--- config.mk ---
export PLATFORM = sky130hd
export DESIGN_NAME = m_lsu
export DESIGN_NICKNAME = d
export VERILOG_FILES = /design/src/rtl/m_lsu.sv
export SDC_FILE = /design/constraint.sdc
export NUM_CORES = 1
export LEC_CHECK = 0
export CORE_MARGIN = 4
export CORE_UTILIZATION = 45
export DETAILED_ROUTE_END_ITERATION = 7
export PLACE_DENSITY_LB_ADDON = 0.08
export SLEW_MARGIN = 20
export SYNTH_ARGS = -nofsm -noshare
export SYNTH_HDL_FRONTEND = slang
export SYNTH_SLANG_ARGS = --single-unit
export TNS_END_PERCENT = 20
--- constraint.sdc ---
create_clock -name clk -period 2.07 [get_ports clk]
set_clock_uncertainty 0.05 [all_clocks]
set_input_delay 0.207 -clock clk [delete_from_list [all_inputs] [get_ports clk]]
set_output_delay 0.207 -clock clk [all_outputs]
set_load 0.02 [all_outputs]
--- src/rtl/m_lsu.sv ---
// m_lsu: single-outstanding load/store unit between the M stage and a req/ack memory port
// Ports: clk, reset (sync, active-low); M_Valid/M_MemOp/M_Addr/M_WData from the M stage;
// M_LoadData (registered load result), M_Stall, M_AddrErr (comb), M_BusErr (sticky);
// mem_req/mem_we/mem_addr/mem_byteen/mem_wdata out, mem_ack/mem_rdata in.
module m_lsu #(
  parameter int ACK_TIMEOUT = 16
) (
  input  logic        clk,
  input  logic        reset,
  input  logic        M_Valid,
  input  logic [3:0]  M_MemOp,
  input  logic [31:0] M_Addr,
  input  logic [31:0] M_WData,
  output logic [31:0] M_LoadData,
  output logic        M_Stall,
  output logic        M_AddrErr,
  output logic        M_BusErr,
  output logic        mem_req,
  output logic        mem_we,
  output logic [31:0] mem_addr,
  output logic [3:0]  mem_byteen,
  output logic [31:0] mem_wdata,
  input  logic        mem_ack,
  input  logic [31:0] mem_rdata
);
  localparam logic [3:0] LW = 4'd1, LH = 4'd2, LHU = 4'd3, LB = 4'd4, LBU = 4'd5;
  localparam logic [3:0] SW = 4'd6, SH = 4'd7, SB = 4'd8;
  typedef enum logic [1:0] {IDLE, REQ, DONE} state_t;
  state_t      r_state, w_next;
  logic [3:0]  r_op, r_be, w_be;
  logic [31:0] r_addr, r_wdata, w_wd, w_sh, w_ext;
  logic [15:0] w_half;
  logic [7:0]  w_byte;
  logic [4:0]  r_cnt;
  logic        w_nop, w_align, w_accept, w_load, w_tmo;
  always_comb begin
    w_nop    = M_MemOp == 4'd0 || M_MemOp > SB;
    w_align  = (M_MemOp == LW || M_MemOp == SW) ? M_Addr[1:0] == 2'b00 :
               (M_MemOp == LH || M_MemOp == LHU || M_MemOp == SH) ? !M_Addr[0] : 1'b1;
    w_accept = r_state == IDLE && M_Valid && !w_nop && w_align;
    w_be     = M_MemOp == SH ? (M_Addr[1] ? 4'b1100 : 4'b0011) :
               M_MemOp == SB ? 4'b0001 << M_Addr[1:0] : 4'b1111;
    w_wd     = M_MemOp == SH ? {2{M_WData[15:0]}} :
               M_MemOp == SB ? {4{M_WData[7:0]}} : M_WData;
    w_load   = r_op >= LW && r_op <= LBU;
    w_sh     = mem_rdata >> {r_addr[1:0], 3'b000};
    w_byte   = w_sh[7:0];
    w_half   = r_addr[1] ? mem_rdata[31:16] : mem_rdata[15:0];
    w_ext    = r_op == LH  ? {{16{w_half[15]}}, w_half} :
               r_op == LHU ? {16'd0, w_half} :
               r_op == LB  ? {{24{w_byte[7]}}, w_byte} :
               r_op == LBU ? {24'd0, w_byte} : mem_rdata;
    w_tmo    = r_cnt == 5'(ACK_TIMEOUT - 1);
    w_next   = r_state == IDLE ? (w_accept ? REQ : IDLE) :
               r_state == REQ  ? ((mem_ack || w_tmo) ? DONE : REQ) : IDLE;
    M_AddrErr  = r_state == IDLE && M_Valid && !w_nop && !w_align;
    M_Stall    = w_accept || r_state == REQ;
    mem_req    = r_state == REQ;
    mem_we     = r_state == REQ && r_op >= SW;
    mem_addr   = {r_addr[31:2], 2'b00};
    mem_byteen = r_be;
    mem_wdata  = r_wdata;
  end
  always_ff @(posedge clk) begin
    if (!reset) begin
      r_state    <= IDLE;
      r_op       <= '0;
      r_addr     <= '0;
      r_wdata    <= '0;
      r_be       <= '0;
      r_cnt      <= '0;
      M_LoadData <= '0;
      M_BusErr   <= 1'b0;
    end else begin
      r_state <= w_next;
      if (w_accept) begin
        r_op     <= M_MemOp;
        r_addr   <= M_Addr;
        r_wdata  <= w_wd;
        r_be     <= w_be;
        r_cnt    <= '0;
        M_BusErr <= 1'b0;
      end
      if (r_state == REQ) begin
        if (mem_ack) begin
          if (w_load) M_LoadData <= w_ext;
        end else if (w_tmo) begin
          M_BusErr <= 1'b1;
          if (w_load) M_LoadData <= '0;
        end else begin
          r_cnt <= r_cnt + 5'd1;
        end
      end
    end
  end
endmodule
== After elaboration in Yosys (flattened, before gate mapping) ==
Cells that the tools add are included.

* Divide/modulo/power cells: 0
* Equal/unequal tests: 12
* Add/sub/neg operators: 1
* Multiply operators: 0
* Shift operators: 2
* Multiplexer cells: 28
* Bitwise gates (word level): 0
* Reduce and logical (&&, ||, !) cells: 20
* $lt $le $gt $ge: 4

{| class="wikitable"
|+ Operators by type and width
! operator !! number
|-
| 2-to-1 mux 32 bit || 10
|-
| right shift 32 x 5 -> 8 bit || 1
|-
| 2-to-1 mux 5 bit || 4
|-
| == test 4 x 2 -> 1 bit (second input constant) || 4
|-
| == test 4 x 3 -> 1 bit (second input constant) || 4
|-
| 2-to-1 mux 16 bit || 1
|-
| 2-to-1 mux 4 bit || 3
|-
| 2-to-1 mux 1 bit || 7
|-
| logical AND 1 bit || 6
|-
| logical OR 1 bit || 6
|-
| 2-to-1 mux 2 bit || 3
|-
| adder 5 x 1 -> 5 bit (second input constant) || 1
|-
| == test 5 x 4 -> 1 bit (second input constant) || 1
|-
| == test 4 x 1 -> 1 bit (second input constant) || 1
|-
| == test 4 bit (second input constant) || 1
|-
| greater-or-equal comparator 4 x 1 -> 1 bit (second input constant) || 1
|-
| greater-or-equal comparator 4 x 3 -> 1 bit (second input constant) || 1
|-
| greater-than comparator 4 bit (second input constant) || 1
|-
| <= comparator 4 x 3 -> 1 bit (second input constant) || 1
|-
| logical NOT 2 bit || 2
|-
| logical NOT 4 bit || 1
|-
| << shifter 1 x 2 -> 4 bit (first input constant) || 1
|-
| logical NOT 1 bit || 3
|-
| AND reduction 3 bit || 1
|-
| other kinds (2) || 2
|}

* Memories: 0
* Word-level logic and storage cells: 75
* Bits in writable memories: 0
* Bits in latches: 0
* Flip-flop bits (word level): 112
* Output and inout bits: 105
* Bits of input ports: 104
* Memory bits (read-only): 0

== Depth between registers and ports, before layout ==
* Depth after elaboration: 10
* Mapped depth: 8
* Depth with buffers taken out: 5

== Worst setup path after synthesis ==
No wires, ideal clock.

* Path kind: register to register
* Start point: register r_op[3]
* End point: register M_LoadData[22]
* Slack: 0.288 ns
* Data required time: 1.903 ns
* Library setup time: 0.117 ns
* Clock period less this slack: 1.782 ns
* Path buffers: 3
* Arrival: 1.616 ns
* Cell stages (with the launch flop): 8
* Path through: dfxtp_1 buf_6 or4b_1 buf_2 a211oi_2 nor2_2 buf_6 a22o_1

* Cells in the longest elaborated chain, start to end: 7
* Elaborated cells on any way between the ends: 14
* Those cells by class: order compare: 2; eq/ne: 4; mux: 6; reduce/logical: 2

{| class="wikitable"
|+ RTL lines
! item !! RTL line !! RTL
|-
| from (decl) || 30 || <nowiki>logic [3:0] r_op, r_be, w_be;</nowiki>
|-
| from (signal assigned) || 77 || <nowiki>r_op <= M_MemOp;</nowiki>
|-
| == test 4 x 3 -> 1 bit || 52 || <nowiki>r_op == LBU ? {24'd0, w_byte} : mem_rdata;</nowiki>
|-
| 2-to-1 mux 32 bit || 52 ||
|-
| 2-to-1 mux 32 bit || 51 || <nowiki>r_op == LB ? {{24{w_byte[7]}}, w_byte} :</nowiki>
|-
| 2-to-1 mux 32 bit || 50 || <nowiki>r_op == LHU ? {16'd0, w_half} :</nowiki>
|-
| 2-to-1 mux 32 bit || 49 || <nowiki>w_ext = r_op == LH ? {{16{w_half[15]}}, w_half} :</nowiki>
|-
| 2-to-1 mux 32 bit || 86 || <nowiki>if (w_load) M_LoadData <= w_ext;</nowiki>
|-
| 2-to-1 mux 32 bit || 85 || <nowiki>if (mem_ack) begin</nowiki>
|-
| to (signal assigned) || 86 ||
|-
| to (decl) || 14 || <nowiki>output logic [31:0] M_LoadData,</nowiki>
|}

Parallel ways exist; a longest one is shown, timed or not. The select of a mux whose other input is x is not followed.
A chain may end at the register's enable or synchronous reset.

== Worst setup path after layout ==
* Start point: input port M_MemOp[3]
* End point: output port M_Stall

* Cells in the longest elaborated chain, start to end: 7
* Elaborated cells on any way between the ends: 17
* Those cells by class: order compare: 1; eq/ne: 5; mux: 2; reduce/logical: 9

{| class="wikitable"
|+ RTL lines
! item !! RTL line !! RTL
|-
| from (decl) || 11 || <nowiki>input logic [3:0] M_MemOp,</nowiki>
|-
| == test 4 x 2 -> 1 bit || 39 || <nowiki>(M_MemOp == LH || M_MemOp == LHU || M_MemOp == SH) ? !M_Addr[0] : 1'b1;</nowiki>
|-
| logical OR 1 bit (2 in series) || 39 ||
|-
| 2-to-1 mux 1 bit || 39 ||
|-
| 2-to-1 mux 1 bit || 38 || <nowiki>w_align = (M_MemOp == LW || M_MemOp == SW) ? M_Addr[1:0] == 2'b00 :</nowiki>
|-
| logical AND 1 bit * || 40 || <nowiki>w_accept = r_state == IDLE && M_Valid && !w_nop && w_align;</nowiki>
|-
| logical OR 1 bit * || 57 || <nowiki>M_Stall = w_accept || r_state == REQ;</nowiki>
|-
| to (decl) || 15 || <nowiki>output logic M_Stall,</nowiki>
|}

Mark *: on every way between the ends. The rest lies on a longest branch, timed or not.

==> results.py <==
metrics = {
    "synthesis": {
        "postSynthCellCount": 645,
        "synth_area_mm2": 0.005578,
        "synthFlopType": "dfxtp_1",
        "ys_seq_area_share_pct": 40.20,
        "synth_edf_count": 0,
        "synth.distinct_cells": 65,
        "ys_async_sr_fraction_pct": 0,
        "synth.avg_cell_area_um2": 8.648,
        "yosys_warnings": 0,
        "synth_seq_cells": 112,
    },
    "critical_path": {
        "cp-end-kind": "output pin",
        "path_cells": "clkdlybuf4s50_1, or4_1, and3_4, nand2_2, nand2_1, buf_2",
        "worstPathArrival_ns": 1.73,
        "rr_worst_depth": 6,
        "r2r_start": "r_state[0]",
        "timing.rr.end": "mem_wdata[21]",
        "cp_max_fo": 3,
        "slowest_delay_ns": 0.56,
        "path_buf_inv": 2,
        "worstPathRequired_ns": 1.81,
        "reg2reg_slack_ns": 0.15,
        "slowest_stage": "or4_1",
        "crit_type": "primary input to output pin",
        "cp_top_family": "simple AND/OR/NAND/NOR gates",
        "start_kind": "primary input",
    },
    "placed_design": {
        "gp_congestion": 0.8911,
        "place_inst": 974,
        "port_buffers": 206,
        "post-dp-hpwl_mm": 12.76,
    },
    "die": {
        "num_rows": 40,
        "fp.dieW_um": 119.3,
        "core_area_mm2": 0.01206,
        "die-area_mm2": 0.01424,
        "start_util_pct": 46.24,
        "die_height_um": 119.3,
        "io_pins": 209,
    },
    "status": {
        "status": "complete, no violations",
    },
    "grt": {
        "grt_pass1_wl_mm": 27.81,
        "grt_start_max_net_pins": 72,
        "top_usage_layer": "met2",
        "grt_antenna_before_repair": 2,
        "grtUsageMet2_pct": 40.94,
        "grt_pass1_vias": 5503,
        "met3_usage_pct": 6.553,
        "overflow": 0,
        "grt_usage_pct": 23.68,
        "met1_usage_pct": 28.08,
    },
    "route": {
        "drt_first_pass_iters": 5,
        "drt-total-wl_mm": 17.54,
        "wl_per_cell_um": 17.70,
        "viasPerCell": 5.675,
        "first_iter_violations": 442,
        "drtAntennaViolNets": 0,
        "via_count": 5624,
        "drc": 0,
    },
    "final_layout": {
        "syn2layout_area_growth_pct": 44.39,
        "layout_common_cells": "202 x clkdlybuf4s50_1, 109 x dfxtp_1, 83 x a21oi_1, 64 x o21ai_0, 60 x nand3_1",
        "final_cell_count_no_fill": 991,
        "drive_gt1_share_pct": 10.10,
        "fin_nets": 922,
        "layout_commonest_cell": "clkdlybuf4s50_1",
    },
    "timing": {
        "setup_violations": 0,
        "relSlewSlack_pct": 54.07,
        "worstMarginPinSlew_ns": 0.6873,
        "rsz0062_at_grt": "false",
        "max_freq_ghz": 0.5024,
        "timing.final.crit_period_ns": 1.991,
        "min_period_over_period_pct": 96.16,
        "slew_viol_final": 0,
        "hold_viol_final": 0,
    },
    "power_and_ir_drop": {
        "total_power_mw": 5.416,
        "vdd_drop_max_v": 0.0004939,
        "power_density_mw_per_mm2": 672.4,
        "power.leakage_nw": 2.844,
    },
    "clock_network": {
        "clock_path_buffers": 2,
        "cts-root-buf": "clkbuf_16",
        "clkSinkCount": 112,
        "cts_tree": "built",
        "holdBufCountCts": 0,
        "cts_setup_buffers": 0,
        "h-tree-depth": 3,
        "cts_made_buffers": 9,
        "clk_pin_slew_ns": 0.07,
        "clock_latency_ns": 0.35,
    },
    "flow_run": {
        "cap_violations": 0,
    },
    "worst_hold_path": {
        "hold_path_depth": 3,
        "hold-path-endpoint": "r_addr[16]",
        "worstHoldStart": "M_Addr[16]",
        "hold_class": "primary input to register",
    },
}
[tightest hold or removal path: cells and delay by family]
| family | cells | cell delay [ns] |
|---|---|---|
| buf+inv | 1 | 0.40 |
| compound gates | 1 | 0.05 |
| simple gates | 1 | 0.07 |
[worst max path at each step]
stage | from | endpoint | slack (ns) | depth (start not counted)
floorplan | r_op[3] | M_LoadData[22] | 0.29 | 7
global placement | M_MemOp[0] | mem_wdata[26] | -0.59 | 5
detailed placement | M_MemOp[0] | mem_wdata[27] | -0.68 | 5
CTS | r_op[3] | mem_we | 0.02 | 3
global route | r_state[0] | mem_wdata[20] | 0.02 | 6
finish | M_MemOp[3] | M_Stall | 0.08 | 6
[power breakdown]
| part | internal, mW | total, mW | switching [mW] |
|---|---|---|---|
| clock | 1.13 | 1.92 | 0.799 |
| combinational | 0.570 | 1.17 | 0.603 |
| sequential | 2.25 | 2.32 | 0.0636 |
[cell usage after synthesis (all sizes together) (7+ instances only)]
master   instances  area share (%)
a311oi          20             3.1
nand2           35             2.4
a32o             8             1.4
inv             12            0.81
clkbuf          28             1.9
a211oi          18             2.5
nor2            10            0.81
o21ai           65             5.8
o2bb2ai          9             1.4
dfxtp          112              40
a21oi           83             7.4
a22o            16             2.5
buf             64             8.0
o22ai            7            0.79
mux2i           21             3.8
a22oi            8             1.1
nand3           61             5.6
[logic make-up (layout without fill, tap and decap cells)]
family / count (synthesis) / in the layout / synth area share [%]
XOR/XNOR: 1 / 1 / 0.1570
multiplexers: 22 / 22 / 4.172
AO/OA/AOI/OAI: 261 / 261 / 30.33
flip-flops: 112 / 112 / 40.20
AND/OR/NAND/NOR: 143 / 143 / 14.15
buffers and inverters: 104 / 280 / 10.70
other: 1 / 3 / 0.06723
adder cells (fa/ha/maj): 1 / 1 / 0.2243
[registers in the layout, indices dropped and copies added (netlist names)]
signal and cells:
mem_wdata 32, mem_byteen 4, M_BusErr 1, M_LoadData 32, r_addr 32, r_cnt 5, r_op 4, r_state 2
[timing repair]
action | 4_1_cts | 5_1_grt
gates resized for setup | 14 | 5
pin swaps | 0 | 0
endpoints found under the hold margin | 0 | 0
setup endpoints to repair | 33 | 15
[through the flow]
step | setup slack [ns] | area (um^2) | util, % | hold WS (ns) | setup TNS, ns
after floorplan | 0.2877 | 5582 | - | 0.3047 | 0
after global placement | -0.5892 | 7710 | 63.92 | 0.4010 | -29.25
after detailed placement | -0.6809 | 7710 | 63.92 | 0.3971 | -34.30
after CTS | 0.02249 | 8049 | 66.73 | 0.3572 | 0
after global routing | 0.01753 | 8054 | 66.77 | 0.3687 | 0
final | 0.07941 | 8054 | 66.77 | 0.3683 | 0
[cell type report]
class,count,area [um^2]
multi-input combinational,430,2766
timing repair buffer,252,2452
fill,1024,4008
clock inverter,5,78.83
sequential,112,2246
clock buffer,11,252.7
tap,168,210.2
antenna,1,2.502
inverter,12,45.04
[layer usage]
metal  wire [um]  part of all wire, %  vias up
met5           7                0.040        -
met4         357                  2.0        2
met3        1328                  7.6       30
met2        8574                   49      204
met1        7269                   41     2651
li1            -                    -     2737
Note: power is estimated with default switching activity, not from simulation.
